<file path="config.mk">
export PLATFORM = sky130hd
export DESIGN_NAME = riscv_str_unit
export DESIGN_NICKNAME = d
export VERILOG_FILES = /design/src/rtl/riscv_str_unit.sv
export SDC_FILE = /design/constraint.sdc
export NUM_CORES = 1
export LEC_CHECK = 0
export BUFFER_PORTS_ARGS = -buffer_cell sky130_fd_sc_hd__buf_2
export CORE_MARGIN = 3
export CORE_UTILIZATION = 40
export CTS_BUF_LIST = sky130_fd_sc_hd__clkbuf_16
export CTS_CLUSTER_DIAMETER = 60
export DETAILED_ROUTE_END_ITERATION = 7
export PLACE_DENSITY = 0.71
export SYNTH_ARGS = -nofsm -noshare
export SYNTH_HDL_FRONTEND = slang
export SYNTH_SLANG_ARGS = --single-unit
</file>
<file path="constraint.sdc">
create_clock -name clk -period 9.45 [get_ports clk]
set_clock_uncertainty 0.05 [all_clocks]
set_input_delay 1.89 -clock clk [delete_from_list [all_inputs] [get_ports clk]]
set_output_delay 1.89 -clock clk [all_outputs]
set_load 0.01 [all_outputs]
</file>
<file path="src/rtl/riscv_str_unit.sv">
// String transform unit for the EX stage: upper/lower case, leet and rot13 on the
// operand bytes, LANES bytes per cycle, result held until EX accepts it.
module riscv_str_unit #(
  parameter int NBYTES   = 4,
  parameter int LANES    = 1,
  parameter int OP_WIDTH = 2
) (
  input  logic                  clk,
  input  logic                  rst_n,
  input  logic                  enable_i,
  input  logic [OP_WIDTH-1:0]   operator_i,
  input  logic [8*NBYTES-1:0]   operand_i,
  input  logic                  ex_ready_i,
  output logic [8*NBYTES-1:0]   result_o,
  output logic                  valid_o,
  output logic                  ready_o
);

  localparam int DW = 8 * NBYTES;
  localparam int P  = (LANES > 0) ? (NBYTES / LANES) : 1;
  localparam int IW = (P > 1) ? $clog2(P) : 1;
  localparam logic [IW-1:0] LAST_IDX = IW'(P - 1);

  localparam logic [OP_WIDTH-1:0] STR_OP_UPPER = OP_WIDTH'(0);
  localparam logic [OP_WIDTH-1:0] STR_OP_LOWER = OP_WIDTH'(1);
  localparam logic [OP_WIDTH-1:0] STR_OP_LEET  = OP_WIDTH'(2);
  localparam logic [OP_WIDTH-1:0] STR_OP_ROT13 = OP_WIDTH'(3);

  localparam logic [1:0] S_IDLE = 2'd0;
  localparam logic [1:0] S_RUN  = 2'd1;
  localparam logic [1:0] S_DONE = 2'd2;

  generate
    if (NBYTES < 1 || LANES < 1 || LANES > NBYTES || (NBYTES % LANES) != 0) begin : g_bad_params
      $error("riscv_str_unit: illegal NBYTES/LANES combination");
    end
  endgenerate

  logic [1:0]          state_q;
  logic [DW-1:0]       data_q;
  logic [DW-1:0]       data_next;
  logic [OP_WIDTH-1:0] op_q;
  logic [IW-1:0]       idx_q;

  function automatic logic [7:0] xform(input logic [OP_WIDTH-1:0] op, input logic [7:0] b);
    logic [7:0] r;
    r = b;
    case (op)
      STR_OP_UPPER: if (b >= 8'h61 && b <= 8'h7a) r = b - 8'h20;
      STR_OP_LOWER: if (b >= 8'h41 && b <= 8'h5a) r = b + 8'h20;
      STR_OP_LEET: begin
        case (b)
          8'h45, 8'h65: r = 8'h33;
          8'h53, 8'h73: r = 8'h35;
          8'h4c, 8'h6c: r = 8'h31;
          8'h4f, 8'h6f: r = 8'h30;
          8'h41, 8'h61: r = 8'h34;
          8'h54, 8'h74: r = 8'h37;
          default:      r = b;
        endcase
      end
      STR_OP_ROT13: begin
        // First half of each alphabet moves up 13, second half moves down 13.
        if ((b >= 8'h41 && b <= 8'h4d) || (b >= 8'h61 && b <= 8'h6d))
          r = b + 8'd13;
        else if ((b >= 8'h4e && b <= 8'h5a) || (b >= 8'h6e && b <= 8'h7a))
          r = b - 8'd13;
      end
      default: r = b;
    endcase
    return r;
  endfunction

  // Transform only the chunk selected by idx_q; the rest of the register is kept.
  always_comb begin
    data_next = data_q;
    for (int k = 0; k < NBYTES; k++) begin
      if ((k / LANES) == int'(idx_q))
        data_next[8*k +: 8] = xform(op_q, data_q[8*k +: 8]);
    end
  end

  always_ff @(posedge clk or negedge rst_n) begin
    if (!rst_n) begin
      state_q <= S_IDLE;
      data_q  <= '0;
      op_q    <= '0;
      idx_q   <= '0;
    end else begin
      case (state_q)
        S_IDLE: begin
          if (enable_i) begin
            data_q  <= operand_i;
            op_q    <= operator_i;
            idx_q   <= '0;
            state_q <= S_RUN;
          end
        end
        S_RUN: begin
          data_q <= data_next;
          if (idx_q == LAST_IDX) begin
            idx_q   <= '0;
            state_q <= S_DONE;
          end else begin
            idx_q <= idx_q + IW'(1);
          end
        end
        S_DONE: begin
          if (ex_ready_i) state_q <= S_IDLE;
        end
        default: state_q <= S_IDLE;
      endcase
    end
  end

  // Handshake: valid_o marks a finished result, held stable until ex_ready_i is
  // sampled high in DONE; ready_o low means EX must stall on this instruction.
  always_comb begin
    valid_o  = 1'b0;
    result_o = '0;
    ready_o  = 1'b1;
    case (state_q)
      S_IDLE: ready_o = ~enable_i;
      S_RUN:  ready_o = 1'b0;
      S_DONE: begin
        valid_o  = 1'b1;
        result_o = data_q;
        ready_o  = 1'b1;
      end
      default: ready_o = ~enable_i;
    endcase
  end

endmodule

</file>
Yosys cells after proc, flatten, opt, wreduce, memory -nomap -nowiden
Cells that the tools add are included.
{"block": "op_classes", "add_sub_neg": 17, "order_cmp": 32, "n_eq_ne": 80, "mux": 40, "n_bitwise": 1, "n_reduce_logical": 67}
{"operator": "== test 8 x 7 -> 1 bit, second input constant", "count": 48}
{"operator": "case mux 8 bit (6 select lines)", "count": 4}
{"operator": "2-to-1 mux 8 bit", "count": 20}
{"operator": "greater-or-equal comparator 8 x 7 -> 1 bit, second input constant", "count": 16}
{"operator": "less-or-equal comparator 8 x 7 -> 1 bit, second input constant", "count": 16}
{"operator": "case mux 8 bit (4 select lines)", "count": 4}
{"operator": "2-to-1 mux 32 bit", "count": 2}
{"operator": "case mux 32 bit (2 select lines)", "count": 1}
{"operator": "OR reduction 2 bit", "count": 24}
{"operator": "adder 8 x 4 -> 8 bit, second input constant", "count": 4}
{"operator": "adder 8 x 6 -> 8 bit, second input constant", "count": 4}
{"operator": "subtractor 8 x 4 -> 8 bit, second input constant", "count": 4}
{"operator": "subtractor 8 x 6 -> 8 bit, second input constant", "count": 4}
{"operator": "AND reduction 7 bit", "count": 4}
{"operator": "logical AND 1 bit", "count": 24}
{"operator": "inequality test 3 bit, second input constant", "count": 8}
{"operator": "inequality test 8 x 2 -> 1 bit, second input constant", "count": 3}
{"operator": "inequality test 4 bit, second input constant", "count": 4}
{"operator": "inequality test 2 bit, second input constant", "count": 7}
{"operator": "2-to-1 mux 2 bit", "count": 5}
{"operator": "== test 2 bit, second input constant", "count": 4}
{"operator": "logical OR 1 bit", "count": 8}
{"operator": "inequality test 8 bit, second input constant", "count": 1}
{"operator": "zero test 2 bit", "count": 3}
{"operator": "12 further kinds", "count": 15}
{"block": "totals", "regBits": 38, "input_bits": 38, "out_inout_bits": 34, "wordCells": 244}

Logic depth before layout (Yosys ltp)
Gate-level depths: netlist of the first run.
{"block": "logic_depth", "word_depth": 8, "depth_mapped": 14, "depth_no_buf": 13}

Least setup slack after synthesis of the first run
No wires, ideal clock.
{"block": "synth_path", "path_kind": "input-to-output", "from": "in enable_i", "to": "out ready_o", "arrival_time_ns": 2.097, "setup_slack_ns": 5.413, "path_stages": 1, "path_buffers": 0, "cell_sequence": "mux2i_1"}
{"block": "synth_between", "elab_chain_len": 2}
{"item": "start: declaration", "line_no": "10", "source": "input logic enable_i,"}
{"item": "inverter 1 bit", "line_no": "123, 130"}
{"item": "case mux 1 bit (2 select lines)", "line_no": "122", "source": "case (state_q)"}
{"item": "end: declaration", "line_no": "16", "source": "output logic ready_o"}
No other way between the ends.

Worst setup path in the final report of the first run
{"block": "layout_path", "from": "reg state_q[0]", "to": "out ready_o"}
{"block": "layout_between", "elab_chain_len": 2, "elab_cells_between_ends": 3, "classes_between": "eq/ne: 2; mux: 1"}
{"item": "start: declaration", "line_no": "39", "source": "logic [1:0] state_q;"}
{"item": "start signal: assignment", "line_no": "85", "source": "state_q <= S_IDLE;"}
{"item": "start signal: assignment", "line_no": "96", "source": "state_q <= S_RUN;"}
{"item": "start signal: assignment", "line_no": "103", "source": "state_q <= S_DONE;"}
{"item": "== test 2 bit or == test 2 x 1 -> 1 bit (tied branches)", "line_no": "122"}
{"item": "case mux 1 bit (2 select lines) (*)", "line_no": "122"}
Every way passes the cells marked *; elsewhere a longest branch is shown, timed or not.

==> metrics.md, run 1 <==
| Metric | Value |
|---|---|
| Count of max-cap constraint violations | `0` |
| Proportion of synthesized chip area in sequential cells | `0.202` |
| Timing startpoint of the critical path | `state_q[0]$_DFFE_PN0P_` |
| Total congestion overflow | `0` |
| Area fraction in compound gates after synthesis | `0.277` |
| Drt first pass iters | `5` |
| Cell types with the highest counts after synthesis | `sky130_fd_sc_hd__nor2_1, sky130_fd_sc_hd__o21ai_0, sky130_fd_sc_hd__a21oi_1` |
| Count of clock tree sinks | `38` |
| Clock Latency Late Sink | `0.28 ns` |
| Logic gate share of total power | `0.729` |
| Post-synthesis average cell area | `7.89 µm²` |
| Number of placement rows | `38` |
| Cells along the critical path | `inv_1 -> ha_1 -> inv_1 -> mux2i_1 -> buf_2` |
| Post-synth top flop | `sky130_fd_sc_hd__dfrtp_1` |
| Wire length of the first global-routing pass | `between 20000 and 25000 µm` |
| Number of top-level design ports | `72` |
| Root Buffer | `sky130_fd_sc_hd__clkbuf_16` |
| Setup repair after global routing missed its margin | `no` |
| Top post-synthesis cells by area | `sky130_fd_sc_hd__dfrtp_1, sky130_fd_sc_hd__ha_1, sky130_fd_sc_hd__o21ai_0, sky130_fd_sc_hd__nor2_1, sky130_fd_sc_hd__a21oi_1` |
| Minimum period implied by the final worst setup slack | `~4.5 ns` |
| Reported net switching power | `approximately 1.3 mW` |
| Relative area change from synthesis to final layout | `11.3%` |
| DR iter-0 viols | `about 380` |
| Crit end category | `output port` |
| Sum of net half-perimeters after detailed placement | `between 10000 and 15000 µm` |
| Antenna Diode Count | `0` |
| Maximum number of pins on one net before global-route repair | `42` |
| Clock buffer depth | `2` |
| Via count of the first global-routing pass | `around 4600` |
| Source of the worst hold timing path | `state_q[0]$_DFFE_PN0P_` |
| Area enclosed by the die boundary | `roughly 0.013 mm²` |
| Vias per cell | `~6` |
| Power after layout | `2.34 mW` |
| Final Slew Violations | `0` |
| Remaining antenna violation count after routing | `0` |
| Depth of the CTS H-tree | `2` |
| Final period utilization | `0.472` |
| Share of final-layout standard cells stronger than drive strength 1 | `0.178` |
| Cell-internal power | `1.07 mW` |
| Critical Path Start Type | `register` |
| CTS clock-pin slew for the worst setup and hold paths | `approximately 0.06 ns` |
| Pin slew with the least headroom to its limit | `between 0.9 and 1 ns` |
| Cell area after synthesis | `between 0.004 and 0.005 mm²` |
| Share of the synthesized area in the top cell type | `0.202` |
| Data required time of the worst path | `approximately 7.5 ns` |
| Pleak | `around 2.2 nW` |
| Worst Path Buf+Inv | `3` |
| Chip height | `approximately 110 µm` |
| Peak fanout along the critical path | `23` |
| # DRC | `0` |
| VDD IR-drop max | `0.174 mV` |
| Filler Cells Inserted | `roughly 1100` |
| CP peak stage delay | `0.75 ns` |
| Setup violation total in the final timing report | `0` |
| Data arrival time of the critical path | `2.52 ns` |
| Count of mapped cells out of synthesis | `596` |
| Mux share of post-synthesis cell area | `0.0404` |
| Crit-path most repeated cell | `sky130_fd_sc_hd__inv_1` |
| Die outline width | `between 100 and 150 µm` |
| Number of distinct library cells after synthesis | `84` |
| Critical R2R Launch | `data_q[10]$_DFFE_PN0P_` |
| Library cell with the largest summed area after synthesis | `sky130_fd_sc_hd__dfrtp_1` |
| Number of antenna violations at the first check in global routing | `0` |
| Global-route usage over all layers | `0.218` |
| Post-route standard cell area excluding fillers | `0.00524 mm²` |
| IO buf count | `about 70` |
| Run status | `complete, no violations` |
| Average routed wire per standard cell | `between 15 and 20 µm` |
| Starting density of the core | `0.421` |
| Most common cell in the synthesized netlist | `sky130_fd_sc_hd__nor2_1` |
| HP Class | `reg2reg` |
| Fin util | `0.469` |
| Post-cts repair resize count | `0` |
| Synth Area in Simple Gates | `0.237` |
| Net total in the final layout | `about 720` |
| Syn nets | `slightly below 700` |
| Fin Setup TNS | `0 ns` |
| Share of synthesized cell area in full adder, half adder and majority cells | `0.119` |
| TritonCTS clock tree | `built` |
| PwrDens | `~450 mW/mm²` |
| Hold buffers post-CTS | `0` |
| Number of setup buffers added after CTS | `0` |
| GP Congestion | `~0.94` |
| Normalized max-slew margin | `0.348` |
| Total core area | `around 0.011 mm²` |
| Smallest hold slack | `about 0.50 ns` |
| Share of power burned in the clock network | `0.074` |
| Number of warnings issued by yosys | `0` |
| Vias | `4824` |
| XOR/XNOR share of the synthesized area | `0.0652` |
| Dominant combinational cell family by area after synthesis | `compound AO/OA/AOI/OAI gates` |
| FFs w/ async S/R, synth | `1.00` |
| Fmax | `224 MHz` |
| Share of power burned in registers | `0.197` |
| Endpoints failing hold | `0` |
| Largest delay contributor family on the critical path | `buffers and inverters` |
| Switching Fraction | `0.542` |
| Flip-flop and latch count after synthesis | `38` |
| Final WL | `roughly 14000 µm` |
| Slowest stage cell, crit path | `sky130_fd_sc_hd__ha_1` |
| TritonCTS Buffers | `5` |
| Worst setup path category | `reg2out` |
| Placement Cell Area | `0.00509 mm²` |
| Count of flip-flops with a built-in enable after synthesis | `0` |
## through the flow
| stage | setup slack, ns | cells |
|---|---|---|
| 3_3_place_gp | 5.24 | 772 |
| 2_1_floorplan | 5.41 | 596 |
| 3_5_place_dp | 5.24 | 772 |
| 5_1_grt | 4.78 | 780 |
| 6_report | 4.99 | 780 |
| 4_1_cts | 4.99 | 780 |
## power groups by stage
stage | logic [mW] | registers, mW | clock network, mW
6_report | 1.71 | 0.462 | 0.173
5_1_grt | 1.88 | 0.487 | 0.182
4_1_cts | 1.69 | 0.458 | 0.176
3_5_place_dp | 1.68 | 0.460 | 0
3_3_place_gp | 1.62 | 0.456 | 0
2_1_floorplan | 1.43 | 0.330 | 0
## registers in the layout, summed over array words and instances (netlist names)
| register | cells |
|---|---|
| idx_q | 2 |
| data_q | 32 |
| op_q | 2 |
| state_q | 2 |
## layout by cell type, fill, tap and decap left out, types with 8 or more instances in the layout
| master | instances |
|---|---|
| sky130_fd_sc_hd__nor2_1 | 61 |
| sky130_fd_sc_hd__nor2b_1 | 11 |
| sky130_fd_sc_hd__nand3_1 | 19 |
| sky130_fd_sc_hd__a31oi_1 | 9 |
| sky130_fd_sc_hd__nand2b_1 | 10 |
| sky130_fd_sc_hd__fa_1 | 8 |
| sky130_fd_sc_hd__nand2_1 | 33 |
| sky130_fd_sc_hd__nor3_1 | 11 |
| sky130_fd_sc_hd__xnor2_1 | 21 |
| sky130_fd_sc_hd__o21ai_0 | 48 |
| sky130_fd_sc_hd__dfrtp_1 | 38 |
| sky130_fd_sc_hd__ha_1 | 32 |
| sky130_fd_sc_hd__xor2_1 | 14 |
| sky130_fd_sc_hd__and2_1 | 22 |
| sky130_fd_sc_hd__buf_2 | 71 |
| sky130_fd_sc_hd__a21oi_1 | 42 |
| sky130_fd_sc_hd__inv_1 | 24 |
## path summary, 6_finish.rpt
kind                                     endpoint  slack [ns]  depth (start not counted)
setup / recovery                          ready_o        4.99                          5
hold / removal             state_q[0]$_DFFE_PN0P_        0.50                          1
setup reg to reg           data_q[15]$_DFFE_PN0P_        5.78                         12
hold reg to reg            state_q[0]$_DFFE_PN0P_        0.50                          1
max in group asynchronous  data_q[17]$_DFFE_PN0P_        7.06                          1
min in group asynchronous   data_q[1]$_DFFE_PN0P_        1.70                          1
## logic make-up after synthesis
| family | count (synthesis) |
|---|---|
| AND/OR/NAND/NOR | 211 |
| XOR/XNOR | 35 |
| flip-flops | 38 |
| buffers and inverters | 67 |
| adder cells (fa/ha/maj) | 40 |
| AO/OA/AOI/OAI | 188 |
| multiplexers | 17 |
## cell type report
cell class	instances	area, µm²	share of cell area
Timing Repair Buffer	75	385	0.0736
Clock inverter	3	21.3	0.00406
Multi-Input combinational cell	491	3470	0.663
Inverter	28	105	0.0201
Tap cell	140	175	0.0335
Sequential cell	38	951	0.182
Clock buffer	5	125	0.0239
## routing by layer
metal  routed length (µm)  GRT usage  part of all wire  vias up
li1                     -          -                 -     2276
met1                 6260      0.298              0.43     2305
met2                 6800      0.355              0.47      211
met3                 1100     0.0307             0.076       32
met4                  300     0.0689             0.021        0
met5                    0          0                 0        -
Note: power is estimated with default switching activity, not from simulation.
==> run 2, diff against run 1 <==
Settings changed: ABC_AREA from default to 1, PLACE_DENSITY 0.71 to 0.7.
Clock period 9.45 ns to 4.15 ns, I/O delays scaled along.
==> run 2 against run 1 <==
  * Sequential power rose by 120%
  * Via count up 22%
  * First-iteration DRC count increased by 42%
  * Sequential share of layout area decreased by 2.3 points
==> metrics.md, run 2 <==
| Metric | Value |
|---|---|
| Cell area after synthesis | `0.00541 mm² (+15%)` |
| Reported net switching power | `3.45 mW (+170%)` |
| Number of setup buffers added after CTS | `0 (unchanged)` |
| Post-cts repair resize count | `0 (unchanged)` |
| Worst slack at placement | `1.28 ns (-3.96 ns)` |
| Setup repair after global routing missed its margin | `no` |
| Proportion of synthesized chip area in sequential cells | `0.176 (-0.0263)` |
| VDD IR-drop max | `0.397 mV (+130%)` |
| Antenna Diode Count | `0 (unchanged)` |
| Share of the synthesized area in the top cell type | `0.217 (+0.0144)` |
| Post-synthesis average cell area | `5.73 µm² (-27%)` |
| Syn nets | `1022 (+52%)` |
| Die outline width | `122 µm (+6.8%)` |
| Share of power burned in the clock network | `0.066 (-0.008)` |
| Final Slew Violations | `0 (unchanged)` |
| Peak fanout along the critical path | `21 (-8.7%)` |
| Count of mapped cells out of synthesis | `944 (+58%)` |
| Top post-synthesis cells by area | `sky130_fd_sc_hd__nand2_1, sky130_fd_sc_hd__dfrtp_1, sky130_fd_sc_hd__inv_1, sky130_fd_sc_hd__ha_1, sky130_fd_sc_hd__nor2_1` |
| Number of antenna violations at the first check in global routing | `0 (unchanged)` |
| Fmax | `335 MHz` |
| Post-route standard cell area excluding fillers | `0.00598 mm² (+14%)` |
| Run status | `complete, no violations` |
| TritonCTS Buffers | `5 (unchanged)` |
| Most common cell in the synthesized netlist | `sky130_fd_sc_hd__nand2_1` |
| Data arrival time of the critical path | `2.10 ns (-0.42 ns)` |
| Critical Path Start Type | `register` |
| Power after layout | `5.82 mW (+150%)` |
| Total core area | `0.0129 mm² (+16%)` |
| Pin slew with the least headroom to its limit | `0.990 ns (+0.0173 ns)` |
| GP Congestion | `0.950 (+1.1%)` |
| Vias | `5868 (+22%)` |
| Clock Latency Late Sink | `0.29 ns (about the same)` |
| Number of warnings issued by yosys | `0 (unchanged)` |
| Endpoints failing hold | `0 (unchanged)` |
| Vias per cell | `5.02 (-19%)` |
| PwrDens | `974 mW/mm² (+120%)` |
| # DRC | `0 (unchanged)` |
| Number of placement rows | `41 (+7.9%)` |
| HP Class | `reg2reg` |
| Minimum period implied by the final worst setup slack | `2.98 ns` |
| Multi-input gate area in the final layout | `0.00375 mm² (+8.0%)` |
| Hold buffers post-CTS | `0 (unchanged)` |
| Count of clock tree sinks | `38 (unchanged)` |
| CP peak stage delay | `0.75 ns (about the same)` |
| Depth of the CTS H-tree | `2 (unchanged)` |
| Share of final-layout standard cells stronger than drive strength 1 | `0.131 (-0.0467)` |
| Cell-internal power | `2.37 mW (+120%)` |
| Fin Setup TNS | `0 ns (unchanged)` |
| DR iter-0 viols | `534 (+42%)` |
| Share of power burned in registers | `0.176 (-0.021)` |
| Slowest stage cell, crit path | `sky130_fd_sc_hd__ha_1` |
| Count of flip-flops with a built-in enable after synthesis | `0 (unchanged)` |
| CTS clock-pin slew for the worst setup and hold paths | `0.06 ns (about the same)` |
| Crit-path most repeated cell | `sky130_fd_sc_hd__inv_1` |
| Average routed wire per standard cell | `13.5 µm (-27%)` |
| Total congestion overflow | `0 (unchanged)` |
| R2R Setup Slk | `1.26 ns (-4.52 ns)` |
| IO buf count | `71 (unchanged)` |
| Maximum number of pins on one net before global-route repair | `39 (-7.1%)` |
| Worst setup path category | `reg2out` |
| Number of flip-flops under the largest register name | `32 (unchanged)` |
| Cells along the critical path | `inv_1 -> ha_1 -> buf_4 -> nand2_1 -> inv_1 -> buf_2` |
| Logic gate share of total power | `0.758 (+0.029)` |
| Wire length of the first global-routing pass | `25700 µm (+12%)` |
| Root Buffer | `sky130_fd_sc_hd__clkbuf_16` |
| Library cell with the largest summed area after synthesis | `sky130_fd_sc_hd__nand2_1` |
| Filler Cells Inserted | `1395 (+29%)` |
| Cell types with the highest counts after synthesis | `sky130_fd_sc_hd__nand2_1, sky130_fd_sc_hd__inv_1, sky130_fd_sc_hd__nor2_1` |
| Net total in the final layout | `1074 (+50%)` |
| Post-synth top flop | `sky130_fd_sc_hd__dfrtp_1` |
| Crit end category | `output port` |
| Most frequent cells in the layout | `sky130_fd_sc_hd__nand2_1, sky130_fd_sc_hd__inv_1, sky130_fd_sc_hd__nor2_1, sky130_fd_sc_hd__nand3_1, sky130_fd_sc_hd__buf_2` |
| Area enclosed by the die boundary | `0.0149 mm² (+14%)` |
| Data required time of the worst path | `3.27 ns (-4.24 ns)` |
| Number of top-level design ports | `72 (unchanged)` |
| Drt first pass iters | `6 (+1)` |
| Normalized max-slew margin | `0.340 (-0.00801)` |
| Leading cell type in the layout, fill and taps excluded | `sky130_fd_sc_hd__nand2_1` |
| Count of max-cap constraint violations | `0 (unchanged)` |
| Final Worst Setup Slack | `1.17 ns (-3.82 ns)` |
| Relative area change from synthesis to final layout | `10.6%` |
| Starting density of the core | `0.418 (-0.00273)` |
| Global-route usage over all layers | `0.214 (-0.00405)` |
| Via count of the first global-routing pass | `5321 (+16%)` |
| TritonCTS clock tree | `built` |
| Sum of net half-perimeters after detailed placement | `11700 µm (+13%)` |
| Remaining antenna violation count after routing | `0 (unchanged)` |
| Clock buffer depth | `2 (unchanged)` |
| Switching Fraction | `0.592 (+0.0501)` |
| Pleak | `3.45 nW (+54%)` |
| Number of distinct library cells after synthesis | `39 (-54%)` |
| Placement Cell Area | `0.00584 mm² (+15%)` |
| Flip-flop and latch count after synthesis | `38 (unchanged)` |
| Fin util | `0.463 (-0.00589)` |
| FFs w/ async S/R, synth | `1.00 (unchanged)` |
| Chip height | `122 µm (+6.8%)` |
| Setup violation total in the final timing report | `0 (unchanged)` |
| Top reg by flops | `data_q` |
| Area taken by flip-flops and latches | `951 µm² (unchanged)` |
| Final period utilization | `0.719` |
| Final WL | `15800 µm (+9.1%)` |
## run 2: changes by cell type in the layout (fill, tap and decap cells not counted), moves of 8 or more
cell,previous run,this run
sky130_fd_sc_hd__nand4_1,4,20
sky130_fd_sc_hd__o21ai_1,1,16
sky130_fd_sc_hd__inv_1,24,123
sky130_fd_sc_hd__and2_1,22,1
sky130_fd_sc_hd__nand2_2,0,8
sky130_fd_sc_hd__nor2b_1,11,0
sky130_fd_sc_hd__nand2b_1,10,0
sky130_fd_sc_hd__a21oi_1,42,52
sky130_fd_sc_hd__xnor2_1,21,5
sky130_fd_sc_hd__nand2_1,33,312
sky130_fd_sc_hd__inv_2,3,13
sky130_fd_sc_hd__nand3_1,19,73
sky130_fd_sc_hd__nor2_1,61,99
## run 2: power groups by stage
stage / sequential [mW] / combinational [mW] / clock, mW
floorplan: 0.758 / 3.69 / 0
global placement: 1.02 / 4.34 / 0
detailed placement: 1.03 / 4.36 / 0
CTS: 1.02 / 4.39 / 0.388
global route: 1.07 / 5.09 / 0.400
finish: 1.02 / 4.41 / 0.385
## run 2: worst max-delay path: cells and delay by family (launching register included)
kind / cells / cell delay [ns]
adders and majority gates: 1 / 0.75
DFF: 1 / 0.38
buffers and inverters: 4 / 0.61
and+or+nand+nor: 1 / 0.07
## run 2: cells by family (layout without fill, tap and decap cells)
group | Yosys count | in the layout | synth area share
adders and majority gates | 40 | 40 | 0.104
DFF | 38 | 38 | 0.176
and+or+nand+nor | 545 | 545 | 0.430
xor gates and xnor gates | 18 | 18 | 0.0292
buffers and inverters | 171 | 224 | 0.131
AOI/OAI and AO/OA | 132 | 132 | 0.130
## run 2: through the flow
step	hold WS [ns]	std cells
after CTS	0.483	1169
after floorplan	0.428	944
after global placement	0.449	1161
after global routing	0.528	1169
after detailed placement	0.469	1161
final	0.485	1169
## run 2: routing by layer
metal  global-route usage  wire [µm]  up-vias
li1                     -          -     3089
met1                0.302       7530     2586
met2                0.340       7000      173
met3               0.0350        993       20
met4               0.0560        265        0
met5                    0          0        -
## run 2: cell type report
class,count,share of cell area
clock inverters,3,0.00188
well taps,172,0.0360
flip-flops and latches,38,0.159
repair buffers,78,0.0682
inverters,138,0.0872
multi-input cells,735,0.627
clock buffers,5,0.0209
## run 2: worst paths after layout
path | startpoint | endpoint | depth (start not counted)
min in group asynchronous | rst_n | data_q[26]$_DFFE_PN0P_ | 1
setup / recovery | state_q[0]$_DFFE_PN0P_ | result_o[9] | 6
setup reg to reg | data_q[5]$_DFFE_PN0P_ | data_q[5]$_DFFE_PN0P_ | 15
hold / removal | state_q[1]$_DFFE_PN0P_ | state_q[1]$_DFFE_PN0P_ | 2
max in group asynchronous | rst_n | data_q[6]$_DFFE_PN0P_ | 1
hold reg to reg | state_q[1]$_DFFE_PN0P_ | state_q[1]$_DFFE_PN0P_ | 2
